### src/rtl/joy_pos_tracker.sv
// ---------------------------------------------------------------------------
// joy_pos_tracker
//   Converts raw joystick SPI frames into a clamped sprite position. The
//   position advances once per VGA frame: a frame_tick in IDLE snapshots the
//   latest stick reading, STEP_X updates pos_x, and STEP_Y updates pos_y and
//   pulses update_done.
//
//   Optional feature: define JOY_DEADZONE_EN to force an axis velocity to 0
//   while |raw - 512| < DZ. The default build (macro undefined) has no
//   deadzone.
//
// Ports
//   clk             in   system clock, rising edge
//   clr             in   synchronous active-high reset (wins over all inputs)
//   jstk_data[39:0] in   raw joystick frame
//   data_valid      in   one-cycle pulse, jstk_data holds a new frame
//   frame_tick      in   one-cycle pulse at VGA frame start
//   pos_x[9:0]      out  sprite X, registered
//   pos_y[9:0]      out  sprite Y, registered
//   btn_left_pulse  out  one-cycle pulse on left-button press
//   btn_right_pulse out  one-cycle pulse on right-button press
//   update_done     out  one-cycle pulse after both axes are updated
//   state_dbg[1:0]  out  FSM state (0 IDLE, 1 STEP_X, 2 STEP_Y)
//
// Handshake: data_valid and frame_tick are single-cycle strobes with no
// back-pressure; data_valid is accepted in every state, frame_tick only in
// IDLE (ignored otherwise).
// ---------------------------------------------------------------------------
module joy_pos_tracker #(
  parameter int X_MIN  = 0,
  parameter int X_MAX  = 623,
  parameter int Y_MIN  = 0,
  parameter int Y_MAX  = 463,
  parameter int X_INIT = 320,
  parameter int Y_INIT = 240,
  parameter int DZ     = 64
) (
  input  logic        clk,
  input  logic        clr,
  input  logic [39:0] jstk_data,
  input  logic        data_valid,
  input  logic        frame_tick,
  output logic [9:0]  pos_x,
  output logic [9:0]  pos_y,
  output logic        btn_left_pulse,
  output logic        btn_right_pulse,
  output logic        update_done,
  output logic [1:0]  state_dbg
);

  typedef enum logic [1:0] {
    IDLE   = 2'd0,
    STEP_X = 2'd1,
    STEP_Y = 2'd2
  } state_t;

  state_t state, state_nx;

  logic       snap_en, step_x_en, step_y_en;
  logic [9:0] raw_x, raw_y;
  logic       raw_left, raw_right;
  logic [9:0] latest_x, latest_y;
  logic       latest_left, latest_right;
  logic [9:0] snap_x, snap_y;
  logic signed [3:0]  vel_x, vel_y;
  logic signed [11:0] sum_x, sum_y;
  logic [9:0] next_x, next_y;

  // Frame field decode; the remaining frame bits carry nothing we use.
  assign raw_x     = {jstk_data[25:24], jstk_data[39:32]};
  assign raw_y     = {jstk_data[9:8],   jstk_data[23:16]};
  assign raw_left  = jstk_data[2];
  assign raw_right = jstk_data[1];

  logic unused_bits;
  assign unused_bits = ^{jstk_data[31:26], jstk_data[15:10], jstk_data[7:3], jstk_data[0]};

`ifndef JOY_DEADZONE_EN
  localparam int unused_dz = DZ;
`endif

  // Velocity: centre-relative offset divided by 128 with floor, -4..+3.
  function automatic logic signed [3:0] axis_vel(input logic [9:0] raw);
    logic signed [10:0] off;
    off = $signed({1'b0, raw}) - 11'sd512;
`ifdef JOY_DEADZONE_EN
    if (int'(off) > -DZ && int'(off) < DZ) return 4'sd0;
`endif
    return 4'(off >>> 7);
  endfunction

  // Saturate a signed sum into [lo, hi]; never wraps.
  function automatic logic [9:0] clamp_pos(input logic signed [11:0] s,
                                           input int lo, input int hi);
    if (int'(s) < lo) return 10'(lo);
    if (int'(s) > hi) return 10'(hi);
    return s[9:0];
  endfunction

  assign vel_x  = axis_vel(snap_x);
  assign vel_y  = axis_vel(snap_y);
  assign sum_x  = $signed({2'b00, pos_x}) + $signed({{8{vel_x[3]}}, vel_x});
  // Stick up means larger raw_y, but screen Y grows downward.
  assign sum_y  = $signed({2'b00, pos_y}) - $signed({{8{vel_y[3]}}, vel_y});
  assign next_x = clamp_pos(sum_x, X_MIN, X_MAX);
  assign next_y = clamp_pos(sum_y, Y_MIN, Y_MAX);

  // FSM: state register
  always_ff @(posedge clk) begin
    if (clr) state <= IDLE;
    else     state <= state_nx;
  end

  // FSM: next state
  always_comb begin
    state_nx = state;
    case (state)
      IDLE:    if (frame_tick) state_nx = STEP_X;
      STEP_X:  state_nx = STEP_Y;
      STEP_Y:  state_nx = IDLE;
      default: state_nx = IDLE;
    endcase
  end

  // FSM: outputs (datapath enables)
  always_comb begin
    snap_en   = 1'b0;
    step_x_en = 1'b0;
    step_y_en = 1'b0;
    case (state)
      IDLE:    snap_en   = frame_tick;
      STEP_X:  step_x_en = 1'b1;
      STEP_Y:  step_y_en = 1'b1;
      default: ;
    endcase
  end

  assign state_dbg = state;

  // Datapath. The snapshot reads latest_* before this edge's data_valid
  // update lands, so a coincident frame uses the previous reading.
  always_ff @(posedge clk) begin
    if (clr) begin
      pos_x           <= 10'(X_INIT);
      pos_y           <= 10'(Y_INIT);
      btn_left_pulse  <= 1'b0;
      btn_right_pulse <= 1'b0;
      update_done     <= 1'b0;
      latest_x        <= 10'd512;
      latest_y        <= 10'd512;
      latest_left     <= 1'b0;
      latest_right    <= 1'b0;
      snap_x          <= 10'd512;
      snap_y          <= 10'd512;
    end else begin
      btn_left_pulse  <= data_valid & raw_left  & ~latest_left;
      btn_right_pulse <= data_valid & raw_right & ~latest_right;
      update_done     <= 1'b0;
      if (data_valid) begin
        latest_x     <= raw_x;
        latest_y     <= raw_y;
        latest_left  <= raw_left;
        latest_right <= raw_right;
      end
      if (snap_en) begin
        snap_x <= latest_x;
        snap_y <= latest_y;
      end
      if (step_x_en) pos_x <= next_x;
      if (step_y_en) begin
        pos_y       <= next_y;
        update_done <= 1'b1;
      end
    end
  end

endmodule
### config.mk
export PLATFORM = sky130hd
export DESIGN_NAME = joy_pos_tracker
export DESIGN_NICKNAME = d
export VERILOG_FILES = /design/src/rtl/joy_pos_tracker.sv
export SDC_FILE = /design/constraint.sdc
export NUM_CORES = 1
export LEC_CHECK = 0
export ABC_AREA = 1
export BUFFER_PORTS_ARGS = -buffer_cell sky130_fd_sc_hd__buf_4
export CAP_MARGIN = 20
export CORE_MARGIN = 4
export CORE_UTILIZATION = 50
export CTS_BUF_LIST = sky130_fd_sc_hd__clkbuf_8
export DETAILED_ROUTE_END_ITERATION = 10
export MAX_ROUTING_LAYER = met4
export PLACE_DENSITY = 0.76
export RECOVER_POWER = 100
export SKIP_LAST_GASP = 1
export SYNTH_ARGS = -nofsm -noshare
export SYNTH_HDL_FRONTEND = slang
export SYNTH_SLANG_ARGS = --single-unit
### constraint.sdc
create_clock -name clk -period 2.5 [get_ports clk]
set_clock_uncertainty 0.05 [all_clocks]
set_input_delay 0.375 -clock clk [delete_from_list [all_inputs] [get_ports clk]]
set_output_delay 0.375 -clock clk [all_outputs]
set_load 0.01 [all_outputs]
==> Flow_metrics.wiki <==
{| class="wikitable"
! Metric !! Value
|-
| Count of antenna-violating nets left after detailed routing || 0
|-
| Post-synthesis cell count || 412
|-
| Pin count of the biggest net entering global routing || 29
|-
| Arrival time of data at the critical path endpoint || 2.62 ns
|-
| Area fraction of the dominant cell type after synthesis || 28.7%
|-
| Initial Utilization || 52.2%
|-
| Sequential area share after synthesis || 28.7%
|-
| Nets || 531
|-
| Hold path startpoint || jstk_data[25]
|-
| CP Data Required Time || 2.68 ns
|-
| Number of top-level design ports || 69
|-
| Finish-stage setup viols || 0
|-
| Largest voltage drop on the vdd net || 332 uV
|-
| Status || finished clean
|-
| Weighted congestion reported at the end of routability-driven placement || 0.942
|-
| Number of buffers added to fix hold violations after cts || 0
|-
| Global-route wire length before repair || 10.9 mm
|-
| Total Power || 1.78 mW
|-
| Via density per instance || 5.11
|-
| Total routing usage reported by global routing || 21.2%
|-
| Final critical delay including setup and external delays || 2.44 ns
|-
| CTS root buffer || clkbuf_8
|-
| Relative slew margins || 65.1%
|-
| Final Non-Filler Cells || 534
|-
| Portion of total power attributed to sequential cells || 38.9%
|-
| Share of cells above drive strength 1 || 16.8%
|-
| Internal power || 1.10 mW
|-
| Detailed-route wire length per cell || 12.8 um
|-
| RSZ-0062 raised after global routing || true
|-
| Critical register-to-register path startpoint || snap_x[9]$_SDFFE_PP1P_
|-
| Total gr overflow || 0
|-
| Biggest cell delay along the critical path || 0.37 ns
|-
| Source-to-sink clock delay at the later pin of the worst-skew pair || 0.30 ns
|-
| Port Buffer Count || 36
|-
| Hold Slack || 0.237 ns
|-
| Dpl hpwl || 4.79 mm
|-
| Placed insts || 515
|-
| Post-synthesis area per instance || 6.60 um^2
|-
| Setup slack after layout || 0.0645 ns
|-
| # clock sinks || 39
|-
| Kind of start point of the critical path || flip-flop
|-
| Post-synthesis cell type with the largest combined area || dfxtp_1
|-
| Fin Setup TNS || 0 ns
|-
| Slowest cell on crit path || ha_1
|-
| Clock-pin slew on the worst setup and hold paths || 0.09 ns
|-
| Via count || 2731
|-
| Initial DRC count || 157
|-
| Maximum fanout count along the critical path || 5
|-
| Maximum root-to-sink buffer count || 2
|-
| Cell repeated most along the worst path || buf_4
|-
| Number of global-route vias before repair || 2479
|-
| Number of maximum-capacitance violations || 0
|-
| Min-delay worst type || primary input to flip-flop
|-
| Placed instance area || 3080 um^2
|-
| Yosys reg bits || 39
|-
| Psw || 0.678 mW
|-
| Die outline height || 81.7 um
|-
| Tcrit/Tclk final || 97.4%
|-
| Power density over the cells || 547 nW/um^2
|-
| Core outline area || 5200 um^2
|-
| Total non-filler cell area in the finished layout || 3250 um^2
|-
| Setup crit end kind || flip-flop
|-
| Fmax || 411 MHz
|-
| Count of warnings emitted by yosys || 0
|-
| Number of nets in the synthesized netlist || 480
|-
| Biggest area contributors in the synthesized netlist || dfxtp_1 29%, nand2_1 17%, ha_1 10%, nand3_1 6.3%, inv_1 6.1%
|-
| Worst slack at placement || -0.0180 ns
|-
| Combinational group share of total power || 35.5%
|-
| Die Area || 6680 um^2
|-
| Critical-path cell list || clkinvlp_4 > buf_4 > ha_1 > nand2_1 > nor2_2 > nand3_2 > nand3_1 > nand2_2 > buf_4 > a21oi_4 > buf_4 > nand4_1 > a21oi_2
|-
| Leakage power total || 1.52 nW
|-
| Post-synthesis to final-layout area growth || 19.5%
|-
| Number of inserted diodes || 0
|-
| CTS buffer count || 5
|-
| Share of the core filled with cells || 62.4%
|-
| Wire length after detailed routing || 6.86 mm
|-
| Critical Setup Path Class || flip-flop to flip-flop
|-
| Worst-margin pin slew || 0.522 ns
|-
| Cell area after synthesis || 2720 um^2
|-
| Total count of hold-check failures in the final report || 0
|-
| Number of antenna violations at the first check in global routing || 0
|-
| Count of H-tree levels built during CTS || 2
|-
| Width of the die || 81.7 um
|-
| Number of core rows || 26
|-
| Synth unique cells || 32
|-
| Drt first pass iters || 5
|-
| Start point of the critical path || snap_x[9]$_SDFFE_PP1P_
|-
| Switching share of total power || 38.1%
|-
| DR DRC count || 0
|-
| Slew Viols, Final || 0
|-
| Clk pwr share || 25.6%
|-
| CTS tree || yes
|}
## sequential cells by signal, indices dropped and copies added, names as in the netlist
name / flops
btn_right_pulse: 1
latest_left: 1
btn_left_pulse: 1
snap_x: 3
latest_right: 1
latest_y: 3
snap_y: 3
update_done: 1
pos_x: 10
state_dbg: 2
latest_x: 3
pos_y: 10
## cell usage after synthesis, drive strengths merged
master and n:
fa 2, ha 22, nor2 45, o21ai 15
nand4 7, xor2 6, clkbuf 6, a21o 1
nand3b 2, xnor2 3, buf 1, nor3 3
nand2 132, inv 50, o21bai 3, nand3 35
dfxtp 39, or2 1, a21oi 37, o211ai 2
## path summary, 6_finish.rpt
kind                                to  slack, ns  cells after the start
max              pos_x[7]$_SDFFE_PP0N_       0.06                     13
max reg2reg      pos_x[7]$_SDFFE_PP0N_       0.06                     13
min reg2reg  btn_left_pulse$_SDFF_PP0_       0.37                      1
min           latest_x[9]$_SDFFE_PP1P_       0.24                      3
## power groups by stage
| stage | logic [mW] | clock network (mW) | registers (mW) |
|---|---|---|---|
| 4_1_cts | 0.597 | 0.467 | 0.688 |
| 6_report | 0.631 | 0.455 | 0.691 |
| 3_3_place_gp | 0.584 | 0 | 0.701 |
| 5_1_grt | 0.714 | 0.493 | 0.696 |
| 2_1_floorplan | 0.431 | 0 | 0.706 |
| 3_5_place_dp | 0.592 | 0 | 0.702 |
## cell families after synthesis
| kind of cell | synth area share, % |
|---|---|
| AND/OR/NAND/NOR | 36.0 |
| XOR/XNOR | 3.18 |
| adder cells (fa/ha/maj) | 11.6 |
| AO/OA/AOI/OAI | 12.6 |
| buffers and inverters | 7.87 |
| flip-flops | 28.7 |
## cells in the final DEF, fill, tap and decap left out, drive strengths merged
master / synthesis / routed
fa: 2 / 2
nand4: 7 / 7
dfxtp: 39 / 39
o21ai: 15 / 15
a21oi: 37 / 38
xnor2: 3 / 3
nand3: 35 / 35
ha: 22 / 22
xor2: 6 / 6
o211ai: 2 / 2
a21o: 1 / 1
buf: 1 / 25
clkinvlp: 0 / 3
clkbuf: 6 / 30
inv: 50 / 50
nand2: 132 / 132
nor2: 45 / 45
or2: 1 / 1
nand3b: 2 / 2
nor3: 3 / 3
o21bai: 3 / 3
## worst max-delay path: cells and delay by family (launching register included)
family          cells  cell delay [ns]
flops               1             0.36
compound gates      2             0.29
simple gates        6             0.68
buf+inv             4             0.61
fa+ha+maj           1             0.37
## routing by layer
metal | global-route usage (%) | part of all wire, % | vias up | routed length, um
met4 | 7.31 | 1.7 | 0 | 119
met3 | 3.95 | 5.4 | 11 | 367
met2 | 32.6 | 45 | 66 | 3080
li1 | - | - | 1427 | -
met1 | 28.0 | 48 | 1227 | 3290
met5 | - | 0 | - | 0
## layout make-up
class                   instances  area, um^2
clock buffers                   5        68.8
clock inverters                 3        23.8
fillers                       554        1960
inverters                      50         191
multi-input cells             317        1810
flip-flops and latches         39         786
well taps                      70        87.6
repair buffers                 50         279
## timing repair
action,CTS,global route
buffers inserted,0,10
gates cloned,0,1
endpoints found under the setup margin,6,17
pin swaps,0,5
resized for setup,1,21
No activity file was read; power rests on OpenSTA's default activity.
